File: config.mk
export PLATFORM = sky130hd
export DESIGN_NAME = canny_window_engine
export DESIGN_NICKNAME = d
export VERILOG_FILES = /design/src/rtl/canny_window_engine.sv
export SDC_FILE = /design/constraint.sdc
export NUM_CORES = 1
export LEC_CHECK = 0
export ABC_AREA = 1
export BUFFER_PORTS_ARGS = -buffer_cell sky130_fd_sc_hd__buf_4
export CAP_MARGIN = 25
export CORE_UTILIZATION = 60
export CTS_CLUSTER_DIAMETER = 200
export CTS_CLUSTER_SIZE = 40
export DETAILED_ROUTE_END_ITERATION = 16
export HOLD_SLACK_MARGIN = 0.12
export PLACE_DENSITY = 0.87
export SLEW_MARGIN = 20
export SYNTH_ARGS = -nofsm -noshare
export SYNTH_HDL_FRONTEND = slang
export SYNTH_SLANG_ARGS = --single-unit
File: constraint.sdc
create_clock -name clk -period 9.05 [get_ports clk]
set_clock_uncertainty 0.05 [all_clocks]
set_input_delay 0.4525 -clock clk [delete_from_list [all_inputs] [get_ports clk]]
set_output_delay 0.4525 -clock clk [all_outputs]
set_load 0.01 [all_outputs]
File: src/rtl/canny_window_engine.sv
// canny_window_engine: 5x5 window with Gaussian, Sobel and hysteresis engines, one tap per cycle.
// Define CANNY_DIRECTION_EN to build the Sobel gradient-direction output on OutDir.
module canny_window_engine #(
  parameter int DATA_WIDTH = 8,
  parameter int THRES_HIGH = 15,
  parameter int THRES_LOW  = 10
) (
  input  logic                  clk,
  input  logic                  rst_b,
  input  logic                  bCE,
  input  logic                  bWE,
  input  logic [2:0]            dAddrRegRow,
  input  logic [2:0]            dAddrRegCol,
  input  logic [DATA_WIDTH-1:0] InData,
  input  logic [1:0]            OPMode,
  input  logic                  bOPStart,
  output logic [DATA_WIDTH-1:0] OutData,
  output logic [1:0]            OutDir,
  output logic                  busy,
  output logic                  done
);
  localparam int DW = DATA_WIDTH;
  localparam int AW = DW + 8;
  localparam int SW = DW + 4;
  localparam logic [DW-1:0] TH_HI = DW'(THRES_HIGH);
  localparam logic [DW-1:0] TH_LO = DW'(THRES_LOW);
  localparam logic [4:0] GF [25] = '{
    5'd1, 5'd3,  5'd4,  5'd3,  5'd1,
    5'd3, 5'd7,  5'd10, 5'd7,  5'd3,
    5'd4, 5'd10, 5'd16, 5'd10, 5'd4,
    5'd3, 5'd7,  5'd10, 5'd7,  5'd3,
    5'd1, 5'd3,  5'd4,  5'd3,  5'd1};

  typedef enum logic [1:0] {IDLE, MAC, NORM, DONE} state_t;
  state_t state_q, state_d;

  logic                 start_q;
  logic [1:0]           mode_q;
  logic [2:0]           r_q, c_q;
  logic [AW-1:0]        acc_q;
  logic signed [SW-1:0] gx_q, gy_q;
  logic                 nb_q;
  logic [DW-1:0]        out_q;
  logic [DW-1:0]        win_q [25];

  logic                 gauss, last_tap, hyst;
  logic [2:0]           lim, base;
  logic [4:0]           idx, widx;
  logic [DW-1:0]        pix, res_d;
  logic signed [SW-1:0] sp, gxw, gyw;
  logic [SW-1:0]        ax, ay;
  logic [SW:0]          mag;

  always_comb begin
    gauss    = mode_q == 2'd0;
    lim      = gauss ? 3'd4 : 3'd3;
    base     = gauss ? 3'd0 : 3'd1;
    idx      = 5'(r_q) * 5'd5 + 5'(c_q);
    widx     = 5'(dAddrRegRow) * 5'd5 + 5'(dAddrRegCol);
    pix      = win_q[idx];
    last_tap = r_q == lim && c_q == lim;
    sp       = SW'(pix);
    gxw      = r_q == 3'd2 ? sp <<< 1 : sp;
    gyw      = c_q == 3'd2 ? sp <<< 1 : sp;
    ax       = gx_q[SW-1] ? -gx_q : gx_q;
    ay       = gy_q[SW-1] ? -gy_q : gy_q;
    mag      = {1'b0, ax} + {1'b0, ay};
    hyst     = win_q[12] >= TH_HI || (win_q[12] > TH_LO && nb_q);
    res_d    = gauss ? DW'(acc_q >> 7) : mode_q == 2'd1 ? DW'(mag >> 3) : DW'(hyst);
  end

  always_comb begin
    state_d = state_q;
    state_d = state_q == IDLE ? (start_q ? MAC : IDLE) :
              state_q == MAC  ? (last_tap ? NORM : MAC) :
              state_q == NORM ? DONE : IDLE;
  end

  always_ff @(posedge clk or negedge rst_b)
    if (!rst_b) state_q <= IDLE;
    else        state_q <= state_d;

  // Start is registered once so the first MAC cycle follows the sampling edge by one clock.
  always_ff @(posedge clk or negedge rst_b) begin
    if (!rst_b) begin
      start_q <= 1'b0;
      mode_q  <= 2'd0;
      r_q     <= 3'd0;
      c_q     <= 3'd0;
      acc_q   <= '0;
      gx_q    <= '0;
      gy_q    <= '0;
      nb_q    <= 1'b0;
      out_q   <= '0;
    end else begin
      start_q <= state_q == IDLE && !start_q && !bOPStart && OPMode != 2'd3;
      if (state_q == IDLE && !start_q) mode_q <= OPMode;
      if (state_q == IDLE && start_q) begin
        r_q   <= base;
        c_q   <= base;
        acc_q <= '0;
        gx_q  <= '0;
        gy_q  <= '0;
        nb_q  <= 1'b0;
      end
      if (state_q == MAC) begin
        acc_q <= acc_q + AW'(pix) * AW'(GF[idx]);
        gx_q  <= gx_q + (c_q == 3'd3 ? gxw : c_q == 3'd1 ? -gxw : '0);
        gy_q  <= gy_q + (r_q == 3'd1 ? gyw : r_q == 3'd3 ? -gyw : '0);
        nb_q  <= nb_q | (idx != 5'd12 && pix >= TH_HI);
        c_q   <= c_q == lim ? base : c_q + 3'd1;
        r_q   <= c_q == lim ? r_q + 3'd1 : r_q;
      end
      if (state_q == NORM) out_q <= res_d;
    end
  end

  always_ff @(posedge clk)
    if (!bCE && !bWE && !busy && dAddrRegRow < 3'd5 && dAddrRegCol < 3'd5) win_q[widx] <= InData;

`ifdef CANNY_DIRECTION_EN
  logic [1:0] dir_q, dir_d;
  always_comb begin
    dir_d = 2'd0;
    dir_d = mode_q != 2'd1 ? 2'd0 :
            {ay, 1'b0} <= {1'b0, ax} ? 2'd0 :
            {ax, 1'b0} <= {1'b0, ay} ? 2'd2 :
            gx_q[SW-1] == gy_q[SW-1] ? 2'd1 : 2'd3;
  end
  always_ff @(posedge clk or negedge rst_b)
    if (!rst_b)                dir_q <= 2'd0;
    else if (state_q == NORM)  dir_q <= dir_d;
  assign OutDir = dir_q;
`else
  assign OutDir = 2'd0;
`endif

  assign OutData = out_q;
  assign busy    = state_q != IDLE;
  assign done    = state_q == DONE;
endmodule
==> impl_metrics.env <==
export IMPL_fin_crit_sh_pct=81.58
export IMPL_synth_cell_types=58
export IMPL_ant_nets=0
export IMPL_postPlaceCellArea_um2=16020
export IMPL_drv_slew=0
export IMPL_pre_cts_slack_ps=1834
export IMPL_timing_rr_start="r_q[1]"
export IMPL_crit_path_top_delay_cell="ha_1"
export IMPL_via_count=12280
export IMPL_die_y_um=163.2
export IMPL_grt_remaining_overflow=0
export IMPL_insertion_delay_ps=510
export IMPL_min_from="OPMode[1]"
export IMPL_cts_max_level=1
export IMPL_dieArea_um2=26640
export IMPL_whs_path_depth=3
export IMPL_worstPathRequired_ps=9430
export IMPL_reg2reg_to="acc_q[14]"
export IMPL_routedWlPerCell_um=17.81
export IMPL_arrival_ps=7770
export IMPL_io_pins=33
export IMPL_grt_pass1_wl_um=60640
export IMPL_routed_wirelength_um=37890
export IMPL_worst_setup_path_end_kind="flip-flop"
export IMPL_fmax_mhz=135.5
export IMPL_rsz0062_at_grt="false"
export IMPL_syn_inst=1786
export IMPL_cp_max_fo=24
export IMPL_drive_gt1_share_pct=6.845
export IMPL_numCtsBuffers=10
export IMPL_layout_common_cells="467 x nand2_1, 256 x inv_1, 242 x nor2_1"
export IMPL_stdcell_area_um2=16360
export IMPL_cap_violations=0
export IMPL_drc=0
export IMPL_max_stage_delay_ps=900
export IMPL_hold_viol=0
export IMPL_critPathMostFrequentCell="nand2_1"
export IMPL_syn_area_um2=15590
export IMPL_routed_via_density=5.775
export IMPL_cts_tree="yes"
export IMPL_rr_worst_depth=33
export IMPL_drt_iter0_drc=1596
export IMPL_antenna_found_initial=0
export IMPL_status="finished, final reports clean"
export IMPL_period_needed_ps=7383
export IMPL_fin_nets=1931
export IMPL_gp_congestion=0.9928
export IMPL_syn_to_final_growth_pct=4.903
export IMPL_final_core_util_pct=64.58
export IMPL_ys_seq_area_share_pct=47.99
export IMPL_syn_avg_cell_area_um2=8.730
export IMPL_ys_seq_elements=259
export IMPL_cts_reportedPaths_clkPinSlew_ps=160
export IMPL_worstMarginPinSlew_ps=1085
export IMPL_ys_warn_count=0
export IMPL_synth_edf_count=200
export IMPL_setup_tns_ps=0
export IMPL_dpl_hpwl_um=27420
export IMPL_grt_pass1_vias=12040
export IMPL_fp_coreArea_um2=25330
export IMPL_fp_row_count=58
export IMPL_min_to="mode_q[1]"
export IMPL_drt_pass1_iter_count=6
export IMPL_crit_path_start_kind="flip-flop"
export IMPL_ys_async_sr_fraction_pct=22.78
export IMPL_grt_max_degree=60
export IMPL_postCtsSetupRepairBufs=0
export IMPL_layout_setup_ws_ps=1667
export IMPL_cts_root_buf="clkbuf_16"
export IMPL_start_util_pct=61.57
export IMPL_critPathKind="flip-flop to flip-flop"
export IMPL_synth_flop_cell="edfxtp_1"
export IMPL_slew_limit_headroom_pct=27.42
export IMPL_diodes=0
export IMPL_cts_sinks=259
export IMPL_r2r_slack_ps=1670
export IMPL_chipWidth_um=163.2
export IMPL_numPortBuffers=30
export IMPL_grt_usage_pct=29.42
export IMPL_mostFrequentLayoutCell="nand2_1"
export IMPL_cts_buffer_depth=3
export IMPL_setup_viol=0
export IMPL_hold_class="input port to flip-flop"
==> how the worst max path moves through the flow <==
stage | to | start | depth (start not counted)
2_1_floorplan | acc_q[14] | r_q[0] | 31
3_3_place_gp | acc_q[14] | r_q[1] | 31
3_5_place_dp | acc_q[14] | r_q[1] | 33
4_1_cts | acc_q[14] | r_q[1] | 33
5_1_grt | acc_q[14] | r_q[1] | 34
6_report | acc_q[14] | r_q[1] | 33
==> metrics by stage <==
| step | instances | hold WS, ps |
|---|---|---|
| 2_1_floorplan | 1787 | 106.9 |
| 4_1_cts | 2127 | 144.3 |
| 6_report | 2127 | 140.7 |
| 3_5_place_dp | 2111 | 452.8 |
| 5_1_grt | 2127 | 161.4 |
| 3_3_place_gp | 2111 | 440.2 |
==> metal layers <==
| layer | wire [um] | share of wire, % | GRT usage [%] | vias up |
|---|---|---|---|---|
| li1 | - | - | - | 5781 |
| met1 | 15060 | 40 | 38.77 | 5785 |
| met2 | 18270 | 48 | 49.50 | 606 |
| met3 | 3094 | 8.2 | 3.657 | 112 |
| met4 | 1461 | 3.9 | 11.60 | 0 |
| met5 | 0 | 0 | 0 | - |
==> state kept, by name (all words and copies together) (netlist names) <==
register  count
state_q       2
nb_q          1
gy_q         12
mode_q        2
gx_q         12
r_q           3
OutData       8
c_q           3
start_q       1
win_q       200
acc_q        15
==> logic make-up after synthesis <==
group           after synthesis  share of synthesized area (%)
fa+ha+maj                   115                          10.82
other cells                   1                        0.02405
flops                       259                          47.99
buf+inv                     313                          8.217
compound gates              202                          7.647
xor+xnor                     27                          1.637
simple gates                869                          23.67
==> worst max-delay path: cells and delay by family (launching register included) <==
kind	cells	cell delay, ps
flip-flops	1	480
AO/OA/AOI/OAI	5	740
buffers and inverters	7	800
adder cells (fa/ha/maj)	6	3130
AND/OR/NAND/NOR	15	2100
==> cell usage after synthesis (all sizes together), types with 22 or more instances <==
cell type | instances | area [um2]
edfxtp | 200 | 6006
inv | 271 | 1022
nor3 | 22 | 121.4
fa | 33 | 660.6
dfrtp | 59 | 1476
o21ai | 64 | 339.1
nand2 | 489 | 1916
nor2 | 252 | 1016
a21oi | 67 | 335.3
ha | 82 | 1026
nand3 | 59 | 312.8
buf | 32 | 220.2
==> repair_timing <==
action | in CTS | in global routing
gates resized for setup | 0 | 0
hold buffers | 2 | 0
endpoints found under the hold margin | 60 | 0
==> area by class of cell <==
cell class	count	area, um2
sequential	259	7482
timing repair buffer	37	282.8
inverter	272	1026
clock buffer	13	282.8
clock inverter	1	30.03
tap	330	412.9
multi-input combinational	1215	6840
fill	1961	8970
Power is not shown: default switching activity piles up to over one toggle a cycle in this logic, so the estimate is an artifact.
